### src/rtl/icarus_fetch_pkg.sv
// Shared types for the instruction-fetch sequencing controller: FSM states,
// PC-source mux select codes and the pending-redirect kind.
package icarus_fetch_pkg;

    typedef enum logic [1:0] {
        RUN        = 2'd0,
        WAIT_MEM   = 2'd1,
        WAIT_REDIR = 2'd2
    } fetch_state_e;

    // {Jump, Branch} encoding of the PC source mux; 2'b11 is never driven.
    localparam logic [1:0] SEL_SEQ    = 2'b00;
    localparam logic [1:0] SEL_BRANCH = 2'b01;
    localparam logic [1:0] SEL_JUMP   = 2'b10;

    typedef enum logic [1:0] {
        PEND_NONE   = 2'd0,
        PEND_BRANCH = 2'd1,
        PEND_JUMP   = 2'd2
    } pend_kind_e;

endpackage

### src/rtl/fetch_controller_if.sv
// Request/control bundle between the fetch controller (master) and the
// pipeline datapath (slave).
interface fetch_controller_if #(
    parameter int DEST_W = 32,
    parameter int PERF_W = 32
);
    // Requests are level signals sampled every cycle; there is no valid/ready
    // pairing, a request that is not acted on is simply re-asserted by its source.
    logic              BranchReq;
    logic [DEST_W-1:0] BranchDestIn;
    logic              JumpReq;
    logic [DEST_W-1:0] JumpDestIn;
    logic              LoadUse;
    logic              MemBusy;
    logic              PCWrite;
    logic              Jump;
    logic              Branch;
    logic [DEST_W-1:0] BranchDest;
    logic [DEST_W-1:0] JumpDest;
    logic              IFIDWrite;
    logic              IFIDFlush;
    logic              IDEXFlush;
    logic [PERF_W-1:0] StallCount;
    logic [PERF_W-1:0] FlushCount;

    modport master (
        input  BranchReq, BranchDestIn, JumpReq, JumpDestIn, LoadUse, MemBusy,
        output PCWrite, Jump, Branch, BranchDest, JumpDest,
               IFIDWrite, IFIDFlush, IDEXFlush, StallCount, FlushCount
    );

    modport slave (
        output BranchReq, BranchDestIn, JumpReq, JumpDestIn, LoadUse, MemBusy,
        input  PCWrite, Jump, Branch, BranchDest, JumpDest,
               IFIDWrite, IFIDFlush, IDEXFlush, StallCount, FlushCount
    );
endinterface

### src/rtl/fetch_controller_sat_counter.sv
// Saturating up-counter with async reset and synchronous clear.
module sat_counter #(
    parameter int WIDTH = 32
) (
    input  logic             clk,
    input  logic             rst,
    input  logic             inc,
    input  logic             clear,
    output logic [WIDTH-1:0] count
);
    logic [WIDTH-1:0] count_q;
    logic [WIDTH-1:0] count_d;

    always_comb begin
        count_d = count_q;
        if (clear) begin
            count_d = '0;
        end else if (inc && (count_q != {WIDTH{1'b1}})) begin
            count_d = count_q + 1'b1;
        end
    end

    always_ff @(posedge clk or posedge rst) begin
        if (rst) begin
            count_q <= '0;
        end else begin
            count_q <= count_d;
        end
    end

    assign count = count_q;
endmodule

### src/rtl/fetch_controller.sv
// Fetch-stage sequencing: PC advance/hold/redirect, IF/ID and ID/EX controls,
// redirect capture across memory waits. Perf counters built under FETCH_PERF_CNT_EN.
module fetch_controller
    import icarus_fetch_pkg::*;
#(
    parameter int DEST_W = 32,
    parameter int PERF_W = 32
) (
    input  logic                Clock,
    input  logic                Reset,
    fetch_controller_if.master  bus,
    output fetch_state_e        dbg_state
);
    fetch_state_e      state_q, state_d;
    pend_kind_e        pend_kind_q, pend_kind_d;
    logic [DEST_W-1:0] pend_dest_q, pend_dest_d;
    pend_kind_e        rep_kind;
    logic [DEST_W-1:0] rep_dest;
    logic              pc_write, ifid_write, ifid_flush, idex_flush;
    logic [1:0]        sel;
    logic [DEST_W-1:0] branch_dest, jump_dest;
    logic [PERF_W-1:0] stall_count, flush_count;

    always_comb begin
        state_d     = state_q;
        pend_kind_d = pend_kind_q;
        pend_dest_d = pend_dest_q;
        rep_kind    = pend_kind_q;
        rep_dest    = pend_dest_q;
        pc_write    = 1'b0;
        ifid_write  = 1'b0;
        ifid_flush  = 1'b0;
        idex_flush  = 1'b0;
        sel         = SEL_SEQ;
        branch_dest = bus.BranchDestIn;
        jump_dest   = bus.JumpDestIn;
        if (!Reset) begin
            unique case (state_q)
                RUN, WAIT_MEM: begin
                    if (!bus.MemBusy) begin
                        state_d = RUN;
                        if (bus.BranchReq) begin
                            sel = SEL_BRANCH; pc_write = 1'b1; ifid_write = 1'b1;
                            ifid_flush = 1'b1; idex_flush = 1'b1;
                        end else if (bus.LoadUse) begin
                            idex_flush = 1'b1;
                        end else if (bus.JumpReq) begin
                            sel = SEL_JUMP; pc_write = 1'b1; ifid_write = 1'b1;
                            ifid_flush = 1'b1;
                        end else begin
                            pc_write = 1'b1; ifid_write = 1'b1;
                        end
                    end else begin
                        // Memory wait: PC holds; any redirect is captured for replay.
                        state_d = WAIT_MEM;
                        if (bus.BranchReq) begin
                            ifid_write = 1'b1; ifid_flush = 1'b1; idex_flush = 1'b1;
                            state_d = WAIT_REDIR;
                            pend_kind_d = PEND_BRANCH; pend_dest_d = bus.BranchDestIn;
                        end else if (bus.LoadUse) begin
                            idex_flush = 1'b1;
                        end else begin
                            ifid_write = 1'b1; ifid_flush = 1'b1;
                            if (bus.JumpReq) begin
                                state_d = WAIT_REDIR;
                                pend_kind_d = PEND_JUMP; pend_dest_d = bus.JumpDestIn;
                            end
                        end
                    end
                end
                WAIT_REDIR: begin
                    ifid_write = 1'b1;
                    ifid_flush = 1'b1;
                    // ID carries only bubbles here, so only an EX branch can supersede.
                    if (bus.BranchReq) begin
                        idex_flush = 1'b1;
                        rep_kind = PEND_BRANCH;
                        rep_dest = bus.BranchDestIn;
                    end
                    pend_kind_d = rep_kind;
                    pend_dest_d = rep_dest;
                    if (!bus.MemBusy) begin
                        pc_write = 1'b1;
                        state_d = RUN;
                        if (rep_kind == PEND_BRANCH) begin
                            sel = SEL_BRANCH; branch_dest = rep_dest;
                        end else begin
                            sel = SEL_JUMP; jump_dest = rep_dest;
                        end
                        pend_kind_d = PEND_NONE;
                        pend_dest_d = '0;
                    end
                end
                default: state_d = RUN;
            endcase
        end
    end

    always_ff @(posedge Clock or posedge Reset) begin
        if (Reset) begin
            state_q     <= RUN;
            pend_kind_q <= PEND_NONE;
            pend_dest_q <= '0;
        end else begin
            state_q     <= state_d;
            pend_kind_q <= pend_kind_d;
            pend_dest_q <= pend_dest_d;
        end
    end

`ifdef FETCH_PERF_CNT_EN
    sat_counter #(.WIDTH(PERF_W)) u_stall_cnt (
        .clk(Clock), .rst(Reset), .inc(!pc_write && !Reset), .clear(1'b0), .count(stall_count)
    );
    sat_counter #(.WIDTH(PERF_W)) u_flush_cnt (
        .clk(Clock), .rst(Reset), .inc(ifid_flush || idex_flush), .clear(1'b0), .count(flush_count)
    );
`else
    assign stall_count = {PERF_W{1'b0}};
    assign flush_count = {PERF_W{1'b0}};
`endif

    assign bus.PCWrite    = pc_write;
    assign bus.Jump       = sel[1];
    assign bus.Branch     = sel[0];
    assign bus.BranchDest = branch_dest;
    assign bus.JumpDest   = jump_dest;
    assign bus.IFIDWrite  = ifid_write;
    assign bus.IFIDFlush  = ifid_flush;
    assign bus.IDEXFlush  = idex_flush;
    assign bus.StallCount = stall_count;
    assign bus.FlushCount = flush_count;
    assign dbg_state      = state_q;
endmodule

### src/flat_wrapper.sv
// flat-port wrapper written by rule: the top's interface ports become plain ports
module fetch_controller_flat import icarus_fetch_pkg::*;
#(
    parameter int DEST_W = 32,
    parameter int PERF_W = 32
)
  (Clock, Reset, dbg_state, bus_BranchReq, bus_BranchDestIn, bus_JumpReq, bus_JumpDestIn, bus_LoadUse, bus_MemBusy, bus_PCWrite, bus_Jump, bus_Branch, bus_BranchDest, bus_JumpDest, bus_IFIDWrite, bus_IFIDFlush, bus_IDEXFlush, bus_StallCount, bus_FlushCount);
  fetch_controller_if #(.DEST_W(DEST_W), .PERF_W(PERF_W)) bus_i ();
  input  logic Clock;
  input  logic Reset;
  output fetch_state_e dbg_state;
  input wire logic [$bits(bus_i.BranchReq)-1:0] bus_BranchReq;
  input wire logic [$bits(bus_i.BranchDestIn)-1:0] bus_BranchDestIn;
  input wire logic [$bits(bus_i.JumpReq)-1:0] bus_JumpReq;
  input wire logic [$bits(bus_i.JumpDestIn)-1:0] bus_JumpDestIn;
  input wire logic [$bits(bus_i.LoadUse)-1:0] bus_LoadUse;
  input wire logic [$bits(bus_i.MemBusy)-1:0] bus_MemBusy;
  output wire logic [$bits(bus_i.PCWrite)-1:0] bus_PCWrite;
  output wire logic [$bits(bus_i.Jump)-1:0] bus_Jump;
  output wire logic [$bits(bus_i.Branch)-1:0] bus_Branch;
  output wire logic [$bits(bus_i.BranchDest)-1:0] bus_BranchDest;
  output wire logic [$bits(bus_i.JumpDest)-1:0] bus_JumpDest;
  output wire logic [$bits(bus_i.IFIDWrite)-1:0] bus_IFIDWrite;
  output wire logic [$bits(bus_i.IFIDFlush)-1:0] bus_IFIDFlush;
  output wire logic [$bits(bus_i.IDEXFlush)-1:0] bus_IDEXFlush;
  output wire logic [$bits(bus_i.StallCount)-1:0] bus_StallCount;
  output wire logic [$bits(bus_i.FlushCount)-1:0] bus_FlushCount;
  assign bus_i.BranchReq = bus_BranchReq;
  assign bus_i.BranchDestIn = bus_BranchDestIn;
  assign bus_i.JumpReq = bus_JumpReq;
  assign bus_i.JumpDestIn = bus_JumpDestIn;
  assign bus_i.LoadUse = bus_LoadUse;
  assign bus_i.MemBusy = bus_MemBusy;
  assign bus_PCWrite = bus_i.PCWrite;
  assign bus_Jump = bus_i.Jump;
  assign bus_Branch = bus_i.Branch;
  assign bus_BranchDest = bus_i.BranchDest;
  assign bus_JumpDest = bus_i.JumpDest;
  assign bus_IFIDWrite = bus_i.IFIDWrite;
  assign bus_IFIDFlush = bus_i.IFIDFlush;
  assign bus_IDEXFlush = bus_i.IDEXFlush;
  assign bus_StallCount = bus_i.StallCount;
  assign bus_FlushCount = bus_i.FlushCount;
  fetch_controller #(.DEST_W(DEST_W), .PERF_W(PERF_W)) u_core (.Clock(Clock), .Reset(Reset), .bus(bus_i), .dbg_state(dbg_state));
endmodule
### config.mk
export PLATFORM = sky130hd
export DESIGN_NAME = fetch_controller_flat
export DESIGN_NICKNAME = d
export VERILOG_FILES = /design/src/rtl/icarus_fetch_pkg.sv /design/src/rtl/fetch_controller_if.sv /design/src/rtl/fetch_controller_sat_counter.sv /design/src/rtl/fetch_controller.sv /design/src/flat_wrapper.sv
export SDC_FILE = /design/constraint.sdc
export NUM_CORES = 1
export LEC_CHECK = 0
export ABC_AREA = 1
export BUFFER_PORTS_ARGS = -buffer_cell sky130_fd_sc_hd__buf_4
export CAP_MARGIN = 40
export CORE_MARGIN = 5
export CORE_UTILIZATION = 43
export CTS_CLUSTER_DIAMETER = 200
export CTS_CLUSTER_SIZE = 24
export DETAILED_ROUTE_END_ITERATION = 6
export PLACE_DENSITY = 0.78
export REMOVE_ABC_BUFFERS = 1
export SYNTH_ARGS = -nofsm -noshare
export SYNTH_HDL_FRONTEND = slang
export SYNTH_SLANG_ARGS = --single-unit
export TNS_END_PERCENT = 100
### constraint.sdc
create_clock -name Clock -period 2.1 [get_ports Clock]
set_input_delay 0.315 -clock Clock [delete_from_list [all_inputs] [get_ports Clock]]
set_output_delay 0.315 -clock Clock [all_outputs]
set_load 0.05 [all_outputs]
==> flow_summary_export.csv <==
group,metric,value,unit
synthesis,synth_edf_count,0,
synthesis,ys_warn_count,0,
clock_network,clk_path_buf_depth,2,
place,gp_congestion,0.8091,
power_and_ir_drop,power_density,647.3,mW/mm^2
clock_network,cts_tree,"yes",
power_and_ir_drop,leakagePower,3.327,nW
timing,setup_viol,0,
critical_path,r2r_setup_slack,0.45,ns
layout,regArea,902.1,sq um
grt,grt_pass1_wl,20.11,mm
layout,finalNetCount,952,
place,place_area,0.005046,sq mm
die,core,0.009196,sq mm
drt,vias,4768,
layout,final_cells,994,
synthesis,yosysMostFrequentCell,"nand2_1",
outcome,outcome,"finished, final reports clean",
critical_path,rr_endpoint,"u_core.pend_dest_q[3]",
clock_network,cts.clk_slew.worst_paths,0.08,ns
critical_path,crit_type,"reg -> out",
synthesis,syn_inst,746,
layout,final_util,0.5830,
grt,grt_max_degree,37,
power_and_ir_drop,seq_power_share,0.285,
timing,min_period_over_period,0.9712,
critical_path,cp.arrival,1.72,ns
drt,drt_wl_total,13.07,mm
die,num_rows,35,
synthesis,yosys.area.top_type,"nand2_1",
layout,drive_gt1_frac,0.2254,
die,start_util,0.4396,
timing,min_period,2.040,ns
power_and_ir_drop,internal-power,0.001722,W
critical_path,path_max_fanout,17,
synthesis,async_reset_ff_frac,1.000,
layout,fin_area,0.005361,sq mm
power_and_ir_drop,clkPwrFrac,0.153,
grt,overflow,0,
synthesis,synthTopCellsByCount,"nand2_1 (499), buf_4 (71), dfrtp_1 (36), nand3_1 (35), nand4_1 (32)",
job,max_cap_viol_count,0,
clock_network,cts_hold_buf,0,
drt,drc,0,
place,port_buffers,141,
synthesis,synthFlopType,"dfrtp_1",
timing,rsz0062_at_grt,"yes",
clock_network,htree_levels,2,
grt,grt_pass1_vias,4222,
synthesis,yosysSeqAreaShare,0.2228,
die,io_pins,206,
synthesis,yosys_register_bits,36,
layout,antenna_cells,0,
die,die_w,107.0,um
power_and_ir_drop,p_sw_frac,0.5037,
die,die_h,107.0,um
clock_network,clk-insertion-delay-late,0.29,ns
layout,multi_input_area,0.002694,sq mm
layout,fill_cells,965,
layout,area_delta_synth_final,32.62,%
timing,hold_viol,0,
critical_path,cp-end-kind,"primary output",
critical_path,startpoint,"u_core.dbg_state[0]",
drt,drt_iter0_drc,255,
synthesis,synth_top_area_frac,0.4633,
place,place_inst,978,
timing,clock.fmax,0.4903,GHz
critical_path,crit_end,"bus_Jump",
power_and_ir_drop,p_sw,0.001748,W
synthesis,synth_cell_types,22,
power_and_ir_drop,ir_drop,0.0003152,V
die,dieArea,0.01144,sq mm
grt,grt_use_total,0.2081,
critical_path,required,1.78,ns
drt,wl_per_cell,13.15,um
drt,ant_nets,0,
clock_network,clockRootBuffer,"clkbuf_8",
min_path,hp-class,"in -> async",
place,place_hpwl,9.285,mm
clock_network,cts_inserted_buffers,5,
critical_path,rr_startpoint,"u_core.dbg_state[0]",
drt,firstDrtPassIters,4,
synthesis,avgSynthCellArea,5.419,sq um
critical_path,startpoint_type,"flop",
drt,viasPerCell,4.797,
timing,finalClockSkew,0.004464,ns
timing,drv_slew,0,
critical_path,reg2reg_depth,6,
timing,hold_slack,0.2013,ns
grt,antenna_found_initial,0,
clock_network,cts.sinks,36,
power_and_ir_drop,p_comb_frac,0.562,
synthesis,synthesis.area,0.004043,sq mm
synthesis,synth.area.top_cells,"nand2_1 (46%), dfrtp_1 (22%), buf_4 (13%), nand4_1 (5.0%), nand3_1 (4.3%)",
[state kept, by name (all words and copies together), names as in the netlist]
signal / cells
u_core.dbg_state: 2
u_core.pend_dest_q: 32
u_core.pend_kind_q: 2
[worst min-delay path by stage]
| stage | from | depth (start not counted) | end | slack [ns] |
|---|---|---|---|---|
| after CTS | Reset | 3 | u_core.pend_dest_q[0] | 0.15 |
| after global routing | Reset | 3 | u_core.pend_dest_q[8] | 0.22 |
| after detailed placement | Reset | 3 | u_core.pend_dest_q[0] | 0.46 |
| after global placement | u_core.pend_dest_q[0] | 2 | u_core.pend_dest_q[0] | 0.46 |
| after floorplan | u_core.pend_kind_q[0] | 2 | u_core.pend_kind_q[0] | 0.45 |
| final | Reset | 3 | u_core.pend_dest_q[8] | 0.20 |
[cells in the final DEF, fill, tap and decap left out]
| master | synthesis | final |
|---|---|---|
| inv_2 | 2 | 4 |
| clkbuf_16 | 0 | 2 |
| buf_8 | 0 | 2 |
| nor3_4 | 0 | 1 |
| buf_4 | 71 | 146 |
| dfrtp_1 | 36 | 35 |
| o21ai_0 | 5 | 5 |
| inv_1 | 6 | 5 |
| buf_6 | 0 | 18 |
| o21ai_4 | 0 | 1 |
| conb_1 | 1 | 64 |
| nor3_1 | 1 | 1 |
| nand2_4 | 0 | 1 |
| a21oi_1 | 3 | 3 |
| dfrtp_2 | 0 | 1 |
| clkbuf_1 | 16 | 1 |
| nand3_2 | 2 | 1 |
| clkbuf_8 | 0 | 6 |
| buf_12 | 0 | 6 |
| o31ai_1 | 1 | 1 |
| nand3_1 | 35 | 34 |
| nand4_1 | 32 | 32 |
| nor2_1 | 6 | 6 |
| nand2_2 | 3 | 4 |
| nor2_2 | 1 | 1 |
| nand3_4 | 0 | 2 |
| nor2_4 | 2 | 2 |
| clkinvlp_4 | 0 | 1 |
| nand2_1 | 499 | 497 |
[power groups by stage]
| stage | registers (W) | logic (W) | clock network, W |
|---|---|---|---|
| 6_report | 0.000990 | 0.00195 | 0.000529 |
| 2_1_floorplan | 0.000983 | 0.00129 | 0 |
| 3_3_place_gp | 0.000990 | 0.00186 | 0 |
| 3_5_place_dp | 0.000993 | 0.00188 | 0 |
| 4_1_cts | 0.000985 | 0.00188 | 0.000537 |
| 5_1_grt | 0.00101 | 0.00212 | 0.000564 |
[worst max-delay path, stage by stage, from the launching register on]
cell and delay [ns]:
dfrtp_1 0.41, inv_2 0.07, nand2_4 0.07, nor2_4 0.14, buf_4 0.16, buf_8 0.17
nand2_1 0.07, a21oi_1 0.13, buf_4 0.21
[logic make-up (layout without fill, tap and decap cells)]
kind of cell	count (synthesis)	count (layout)	share of synthesized area
compound gates	10	10	0.01300
buf+inv	117	191	0.1811
flops	36	36	0.2228
other cells	1	64	0.0009276
simple gates	582	582	0.5822
[layout make-up]
cell class / instances / share of cell area
sequential: 36 / 0.1683
inverter: 9 / 0.006301
clock buffer: 7 / 0.01610
timing repair buffer: 174 / 0.2796
tap: 111 / 0.02590
multi-input combinational: 656 / 0.5024
clock inverter: 1 / 0.001400
[repair_timing]
| item | 4_1_cts | 5_1_grt |
|---|---|---|
| resized for setup | 0 | 32 |
| setup buffers | 0 | 5 |
| setup endpoints to repair | 0 | 48 |
[through the flow]
step,setup TNS (ns),total power (W),worst slack [ns]
3_5_place_dp,0,0.002869,0.2537
2_1_floorplan,-88.85,0.002276,-1.440
6_report,0,0.003470,0.06038
5_1_grt,-0.2803,0.003699,-0.04597
4_1_cts,0,0.003402,0.05548
3_3_place_gp,0,0.002846,0.1912
[layer usage]
metal / track usage / wire (um)
met1: 0.2751 / 5654
met3: 0.04034 / 1207
met5: 0 / 0
met4: 0.04292 / 59
met2: 0.3539 / 6148
(Power assumes the default switching activity.)
